### src/rtl/wm_pkg.sv
// Shared types and constants for the whack-a-mole game blocks.
// Combinational helpers only; no state, no latency.
// No flow control; pure definitions.
package wm_pkg;

  // Round sequencer states
  typedef enum logic [2:0] {
    S_IDLE,
    S_RELEASE,
    S_GAP,
    S_LOAD,
    S_ARM,
    S_WAIT,
    S_WIN
  } state_t;

  // Fibonacci taps for x^8 + x^6 + x^5 + x^4 + 1 (bits 7, 5, 4, 3)
  localparam logic [7:0] LFSR_TAPS = 8'hB8;

  // Width of the target-mole number sent to the timer
  localparam int RN_W = 2;

  // One LFSR step: shift left, feedback into bit 0
  function automatic logic [7:0] lfsr_next(input logic [7:0] q);
    return {q[6:0], ^(q & LFSR_TAPS)};
  endfunction

  // Low two bits the register will hold after one step from q
  function automatic logic [RN_W-1:0] lfsr_next_lo(input logic [7:0] q);
    return {q[0], ^(q & LFSR_TAPS)};
  endfunction

endpackage

### src/rtl/wm_lfsr8.sv
// 8-bit Fibonacci LFSR used as the mole picker.
// Advances one step on the clock edge after step is high; q is registered.
// No flow control; step is a plain enable.
module wm_lfsr8
  import wm_pkg::*;
#(
  parameter logic [7:0] SEED = 8'hA5
) (
  input  logic       clk,
  input  logic       reset,
  input  logic       step,
  output logic [7:0] q
);

  // Shift register: reload seed on reset, otherwise step when enabled
  always_ff @(posedge clk) begin
    if (reset) begin
      q <= SEED;
    end else if (step) begin
      q <= lfsr_next(q);
    end
  end

endmodule

### src/rtl/wm_round_ctrl.sv
// Whack-a-mole round sequencer: picks moles, drives the round timer, scores hits.
// Outputs registered (led decoded from registered state); rn valid one ARM cycle before done counts.
// No backpressure; the timer verdict is a one-cycle done/right strobe honoured only in WAIT.
module wm_round_ctrl
  import wm_pkg::*;
#(
  parameter int         HITS_NEEDED = 5,
  parameter int         GAP_CYCLES  = 50,
  parameter logic [7:0] LFSR_SEED   = 8'hA5
) (
  input  logic            clk,
  input  logic            reset,
  input  logic            alarm_active,
  input  logic            B1,
  input  logic            B2,
  input  logic            B3,
  input  logic            B4,
  input  logic            right,
  input  logic            done,
  output logic [RN_W-1:0] rn,
  output logic            timer_reset,
  output logic            timer_enable,
  output logic [3:0]      led,
  output logic [3:0]      hits,
  output logic [3:0]      misses,
  output logic            alarm_off
);

  localparam int GAP_W = $clog2(GAP_CYCLES + 1);

  state_t           state;
  logic [GAP_W-1:0] gap_cnt;
  logic [7:0]       lfsr_q;
  logic [RN_W-1:0]  pick;
  logic [3:0]       hits_inc;
  logic             any_btn;

  assign any_btn  = B1 | B2 | B3 | B4;
  assign hits_inc = hits + 4'd1;
  // Mole candidate as it will look after this cycle's step
  assign pick     = lfsr_next_lo(lfsr_q);

  wm_lfsr8 #(
    .SEED (LFSR_SEED)
  ) u_lfsr (
    .clk   (clk),
    .reset (reset),
    .step  (state == S_LOAD),
    .q     (lfsr_q)
  );

  // Round sequencer: state, counters and registered timer controls
  always_ff @(posedge clk) begin
    if (reset) begin
      state        <= S_IDLE;
      gap_cnt      <= '0;
      rn           <= '0;
      hits         <= '0;
      misses       <= '0;
      alarm_off    <= 1'b0;
      timer_enable <= 1'b0;
      timer_reset  <= 1'b1;
    end else if (!alarm_active) begin
      // Alarm gone: abandon the game, keep the score on display
      state        <= S_IDLE;
      rn           <= '0;
      alarm_off    <= 1'b0;
      timer_enable <= 1'b0;
      timer_reset  <= 1'b1;
    end else begin
      case (state)
        S_IDLE: begin
          hits        <= '0;
          misses      <= '0;
          timer_reset <= 1'b1;
          state       <= S_RELEASE;
        end
        S_RELEASE: begin
          // A button still held from the last round must not score
          if (!any_btn) begin
            gap_cnt <= GAP_W'(GAP_CYCLES);
            state   <= S_GAP;
          end
        end
        S_GAP: begin
          gap_cnt <= gap_cnt - 1'b1;
          if (any_btn) begin
            state <= S_RELEASE;
          end else if (gap_cnt == GAP_W'(1)) begin
            state <= S_LOAD;
          end
        end
        S_LOAD: begin
          // Mole 0 does not exist; keep stepping until 1..3 comes up
          if (pick != '0) begin
            rn           <= pick;
            timer_reset  <= 1'b0;
            timer_enable <= 1'b1;
            state        <= S_ARM;
          end
        end
        S_ARM: begin
          // Timer done may be stale from the last round; skip it here
          state <= S_WAIT;
        end
        S_WAIT: begin
          if (done) begin
            rn           <= '0;
            timer_enable <= 1'b0;
            timer_reset  <= 1'b1;
            if (right) begin
              hits <= hits_inc;
              if (hits_inc == 4'(HITS_NEEDED)) begin
                alarm_off <= 1'b1;
                state     <= S_WIN;
              end else begin
                state <= S_RELEASE;
              end
            end else begin
              hits <= '0;
              if (misses != 4'd15) begin
                misses <= misses + 4'd1;
              end
              state <= S_RELEASE;
            end
          end
        end
        S_WIN: begin
          alarm_off   <= 1'b1;
          timer_reset <= 1'b1;
          rn          <= '0;
        end
        default: begin
          state <= S_IDLE;
        end
      endcase
    end
  end

  // Mole display: one-hot on rn while a round is live
  always_comb begin
    led = 4'b0000;
    if (state == S_ARM || state == S_WAIT) begin
      led[rn] = 1'b1;
    end
  end

endmodule

### config.mk
export PLATFORM = sky130hd
export DESIGN_NAME = wm_round_ctrl
export DESIGN_NICKNAME = d
export VERILOG_FILES = /design/src/rtl/wm_pkg.sv /design/src/rtl/wm_lfsr8.sv /design/src/rtl/wm_round_ctrl.sv
export SDC_FILE = /design/constraint.sdc
export NUM_CORES = 1
export LEC_CHECK = 0
export ABC_AREA = 1
export CAP_MARGIN = 20
export CORE_MARGIN = 1
export CORE_UTILIZATION = 33
export CTS_BUF_LIST = sky130_fd_sc_hd__clkbuf_16
export CTS_CLUSTER_SIZE = 8
export DETAILED_ROUTE_END_ITERATION = 16
export PLACE_DENSITY = 0.6
export SETUP_SLACK_MARGIN = 0.3
export SLEW_MARGIN = 30
export SYNTH_ARGS = -nofsm -noshare
export SYNTH_HDL_FRONTEND = slang
export SYNTH_SLANG_ARGS = --single-unit
### constraint.sdc
create_clock -name clk -period 4.1 [get_ports clk]
set_clock_uncertainty 0.2 [all_clocks]
set_input_delay 0.82 -clock clk [delete_from_list [all_inputs] [get_ports clk]]
set_output_delay 0.82 -clock clk [all_outputs]
set_load 0.03 [all_outputs]
# After elaboration in Yosys (flattened, before gate mapping)
# Cells that the tools add are included.
totals:
  regBits: 30
  out_inout_bits: 17
  input_bits: 9
  wordCells: 90
classes:
  mux: 33
  n_lt_le_gt_ge: 2
  reduce_logical: 21
  eq_ne: 17
  bitwise_logic: 5
  addsub: 3
op_table:
  columns: ["cell", "count"]
  rows:
  - ["two-way mux 4 bit", 6]
  - ["two-way mux 3 bit", 7]
  - ["one-hot mux 3 bit (7 select lines)", 1]
  - ["one-hot mux 4 bit (2 select lines)", 2]
  - ["AND reduction 3 bit", 5]
  - ["!= test 2 bit, second input constant", 7]
  - ["one-hot mux 6 bit (2 select lines)", 1]
  - ["AND reduction 5 bit", 2]
  - ["nonzero test 2 bit", 5]
  - ["equality test 3 bit, second input constant", 3]
  - ["adder 4 x 1 -> 4 bit, second input constant", 2]
  - ["two-way mux 1 bit", 8]
  - ["parity 8 bit", 1]
  - ["equality test 3 x 2 -> 1 bit, second input constant", 2]
  - ["equality test 6 x 1 -> 1 bit, second input constant", 1]
  - ["two-way mux 6 bit", 1]
  - ["one-hot mux 2 bit (3 select lines)", 1]
  - ["nonzero test 3 bit", 2]
  - ["subtractor 6 x 1 -> 6 bit, second input constant", 1]
  - ["equality test 4 x 3 -> 1 bit, second input constant", 1]
  - ["two-way mux 2 bit", 2]
  - ["!= test 4 bit, second input constant", 1]
  - ["one-hot mux 1 bit (2 select lines)", 2]
  - ["AND reduction 4 bit", 1]
  - ["other kinds (12)", 16]

# Longest topological paths before layout
logic_depth:
  ltp_word: 6
  ltp_mapped: 9

# By module
# Synthesis repeated with hierarchy kept, for this count alone.
unflattened:
  hier_cells: 273
  area_unflattened_um2: 1833.0
modules_own_cells:
  columns: ["module", "n_inst", "seq_area_each_um2", "cells_each", "area_each_um2"]
  rows:
  - ["wm_round_ctrl", 1, 440.4, 225, 1495.2]
  - ["wm_lfsr8", 1, 160.2, 48, 337.8]

# Worst setup path after synthesis
# Ideal clock, no wire load.
synth_path:
  path_kind: "reg-to-output"
  start: "register rn[1]"
  end: "output port led[2]"
  n_path_buf: 0
  stages_incl_launch_ff: 3
  path_slack_ns: 1.733
  required_time_ns: 3.080
  arrival_ns: 1.347
  path_cell_list: "dfxtp_1 > inv_1 > nor3_1"
synth_via:
  elab_chain_len: 5
synth_lines:
  columns: ["item", "line", "source"]
  rows:
  - ["from (decl)", "wm_round_ctrl.sv:20", "output logic [RN_W-1:0] rn,"]
  - ["from (signal assigned)", "wm_round_ctrl.sv:96", "rn <= pick;"]
  - ["< comparator 2 x 3 -> 1 bit (not written as such) or >= comparator 2 x 1 -> 1 bit (tied branches)", "wm_round_ctrl.sv:144", "led[rn] = 1'b1;"]
  - ["logical AND 1 bit (not written as such)", "wm_round_ctrl.sv:144", null]
  - ["two-way mux 1 bit (not written as such)", "wm_round_ctrl.sv:144", null]
  - ["demux 1 bit (select 2 bit) *", "wm_round_ctrl.sv:144", null]
  - ["two-way mux 4 bit *", "wm_round_ctrl.sv:143", "if (state == S_ARM || state == S_WAIT) begin"]
  - ["to (decl)", "wm_round_ctrl.sv:23", "output logic [3:0] led,"]
# Mark *: on every way between the ends. The rest lies on a longest branch, timed or not.

# Worst setup path after layout
layout_path:
  start: "register state[2]"
  end: "output port led[3]"
layout_via:
  elab_chain_len: 3
layout_lines:
  columns: ["item", "line", "source"]
  rows:
  - ["from (decl)", "wm_round_ctrl.sv:31", "state_t state;"]
  - ["from (signal assigned)", "wm_round_ctrl.sv:55", "state <= S_IDLE;"]
  - ["from (signal assigned)", "wm_round_ctrl.sv:65", "state <= S_IDLE;"]
  - ["from (signal assigned)", "wm_round_ctrl.sv:76", "state <= S_RELEASE;"]
  - ["equality test 3 bit", "wm_round_ctrl.sv:143", null]
  - ["logical OR 1 bit *", "wm_round_ctrl.sv:143", null]
  - ["two-way mux 4 bit *", "wm_round_ctrl.sv:143", null]
# Marks and branches as above.

==> metrics.md <==
| Metric | Value |
|---|---|
| Cts hold-fix bufs | `0` |
| Final Non-Filler Cells | `337` |
| Most frequent cells in the layout | `nand2_1 (55), inv_1 (30), dfxtp_1 (30)` |
| Metal3 WL | `118 um` |
| GR Util All Layers | `14.7%` |
| Crit end category | `output pin` |
| Worst skew pair latency | `0.27 ns` |
| Min-Delay Startpoint | `u_lfsr.q[1]$_SDFFE_PP0P_` |
| Fmax | `358 MHz` |
| Clk slew on worst S/H paths | `0.05 ns` |
| Antenna violations before repair | `0` |
| Vias | `1543` |
| Synth Area in Compound Gates | `13.0%` |
| Final period util | `68.2%` |
| Gate power share | `13.0%` |
| Met2 wire length | `1.54 mm` |
| Setup Buffers After CTS | `0` |
| Hold path depth | `2` |
| Flop pwr share | `41.3%` |
| First-pass GRT wire length | `6.08 mm` |
| H-tree depth | `2` |
| Leak | `0.924 nW` |
| Starting Density | `34.6%` |
| Multi-input gate area | `913 sq um` |
| CTS tree | `done` |
| Largest family of logic cells by synthesized area | `simple AND/OR/NAND/NOR gates` |
| Simple-gate share of the synthesized area | `35.7%` |
| YS warnings | `0` |
| Largest net degree at the start of global routing | `15` |
| PostCTS Resize Cnt | `0` |
| Crit start category | `flop` |
| Crit-path slowest cell | `clkdlybuf4s50_1` |
| Synth Area in XOR/XNOR | `2.64%` |
| Post-Synthesis Cell Area | `1660 sq um` |
| Relative slew margins | `65.0%` |
| Slew Limit Fails | `0` |
| Met1 wire length | `1.78 mm` |
| Global route total overflow | `0` |
| Clock network power share | `45.8%` |
| Diodes inserted | `0` |
| CTS max path bufs | `2` |
| Max Cap Violations | `0` |
| Drt via density | `4.58` |
| Die height | `72.9 um` |
| Net Sw Power | `0.194 mW` |
| Layout cells sized above 1 | `8.52%` |
| DP Cell Count | `329` |
| Die Area | `5310 sq um` |
| Power Internal | `0.562 mW` |
| Worst-path maximum fanout | `7` |
| Post-route antenna net violation count | `0` |
| # DRC | `0` |
| Critical path arrival | `1.78 ns` |
| Cell breakdown of the critical path | `nand2_1 -> nor3_1 -> clkdlybuf4s50_1` |
| Total CTS buffers | `5` |
| Rows | `25` |
| RSZ-0062 raised after global routing | `false` |
| R2R Path Start | `state[0]$_SDFFE_PP0P_` |
| Initial DRT Pass Iterations | `4` |
| Core ar. | `4790 sq um` |
| Hold EP | `u_lfsr.q[1]$_SDFFE_PP0P_` |
| Mux contribution to synthesized area | `0%` |
| Area growth from synthesis to final layout | `27.8%` |
| Post-synth cell types | `27` |
| Reg area | `601 sq um` |
| Status | `completed` |
| Switching Share | `25.6%` |
| Post-Synth Adder-Cell Area | `3.77%` |
| CP required | `3.08 ns` |
| Layout Nets | `283` |
| HPWL after DPL | `2.64 mm` |
| Fin. Hold Viols | `0` |
| Fin crit period | `2.80 ns` |
| Die W | `72.9 um` |
| Post-Syn Instances | `240` |
| Max incr delay on CP | `0.70 ns` |
| #FFs+latches synth | `30` |
| Setup TNS | `0 ns` |
| Mean area per synthesized cell | `6.91 sq um` |
| RD Place Congestion | `0.837` |
| Hold WC Path Type | `flop to flop` |
| Detailed Route WL | `3.47 mm` |
| DR iter-0 viols | `55` |
| I/O pins | `26` |
| R2R Setup Slk | `2.15 ns` |
| Root buffer cell | `clkbuf_16` |
| RR Endpoint | `state[2]$_SDFFE_PP0P_` |
| Final setup violation count | `0` |
| Highest metal used | `met4` |
| Input/output buffers | `25` |
| Vias in the first global route | `1380` |
| R2R cell count | `7` |
| Commonest non-fill, non-tap cell in the layout | `nand2_1` |
| Crit path kind | `flop to output pin` |
| # fillers | `510` |
| IR drop worst, VDD | `0.000138 V` |
| Num Clock Sinks | `30` |
| Worst-Margin Slew | `0.523 ns` |
| Cell Pwr Density | `357 nW/um^2` |
| Sequential share of the synthesized area | `36.2%` |
| Syn nets | `254` |
| DR WL/cell | `10.3 um` |
kinds of logic (layout without fill, tap and decap cells):
group / count (synthesis) / count (layout)
adder cells (fa/ha/maj): 5 / 5
AND/OR/NAND/NOR: 124 / 124
buffers and inverters: 37 / 67
XOR/XNOR: 5 / 5
AO/OA/AOI/OAI: 39 / 39
flip-flops: 30 / 30
registers in the layout, summed over array words and instances, names as in the netlist:
signal        flops
u_lfsr.q          8
hits              4
timer_reset       1
rn                2
misses            4
state             3
gap_cnt           6
alarm_off         1
timer_enable      1
stage by stage:
stage	cell area [sq um]	utilization (%)	hold WS, ns	total power [mW]	worst slack [ns]
floorplan	1660	-	0.241	0.388	1.73
global placement	1980	41.3	0.265	0.415	1.60
detailed placement	1980	41.3	0.265	0.416	1.59
CTS	2120	44.3	0.274	0.768	1.28
global route	2120	44.3	0.305	0.796	1.20
finish	2120	44.3	0.276	0.756	1.30
synthesized netlist by cell type (all sizes together):
master  count  area share, %
nand3b      1           0.45
a21oi      23            6.9
nor2       30            7.5
nand2      60             15
dfxtp      30             36
xnor2       2            1.1
nand4       6            2.3
inv        34            7.8
a211oi      3            1.4
o21ai       8            2.4
clkbuf      1           0.23
nor3        5            1.5
or2         1           0.38
ha          5            3.8
o21bai      1           0.45
o211ai      4            1.8
buf         2           0.60
xor2        3            1.6
nand3      21            8.6
worst max path at each step:
stage	endpoint	slack, ns	depth (start not counted)	start
after floorplan	led[2]	1.73	2	rn[1]$_SDFFE_PP0P_
after global placement	led[2]	1.60	3	state[2]$_SDFFE_PP0P_
after detailed placement	led[3]	1.59	3	state[2]$_SDFFE_PP0P_
after CTS	led[3]	1.28	3	state[2]$_SDFFE_PP0P_
after global routing	led[1]	1.20	3	state[2]$_SDFFE_PP0P_
final	led[3]	1.30	3	state[2]$_SDFFE_PP0P_
power groups by stage:
stage / clock, mW / combinational, mW / sequential (mW)
final: 0.346 / 0.0981 / 0.312
after global routing: 0.371 / 0.112 / 0.313
after detailed placement: 0 / 0.0984 / 0.317
after floorplan: 0 / 0.0674 / 0.321
after CTS: 0.357 / 0.0990 / 0.312
after global placement: 0 / 0.0977 / 0.318
metal layers:
| metal | vias to the layer above | track usage, % |
|---|---|---|
| li1 | 842 | - |
| met1 | 668 | 19.9 |
| met2 | 29 | 23.2 |
| met3 | 4 | 2.49 |
| met4 | 0 | 6.10 |
| met5 | - | 0 |
critical path: cells and delay by family, from the launching register on:
kind	cells	cell delay, ns
flops	1	0.49
buf+inv	1	0.70
simple gates	2	0.32
area by class of cell:
type,count,area share (%)
timing repair buffer,25,11.8
sequential,30,28.3
tap,67,3.96
inverter,34,6.14
multi-input combinational,173,43.1
clock buffer,5,5.90
clock inverter,3,0.767
No activity file was read; power rests on OpenSTA's default activity.
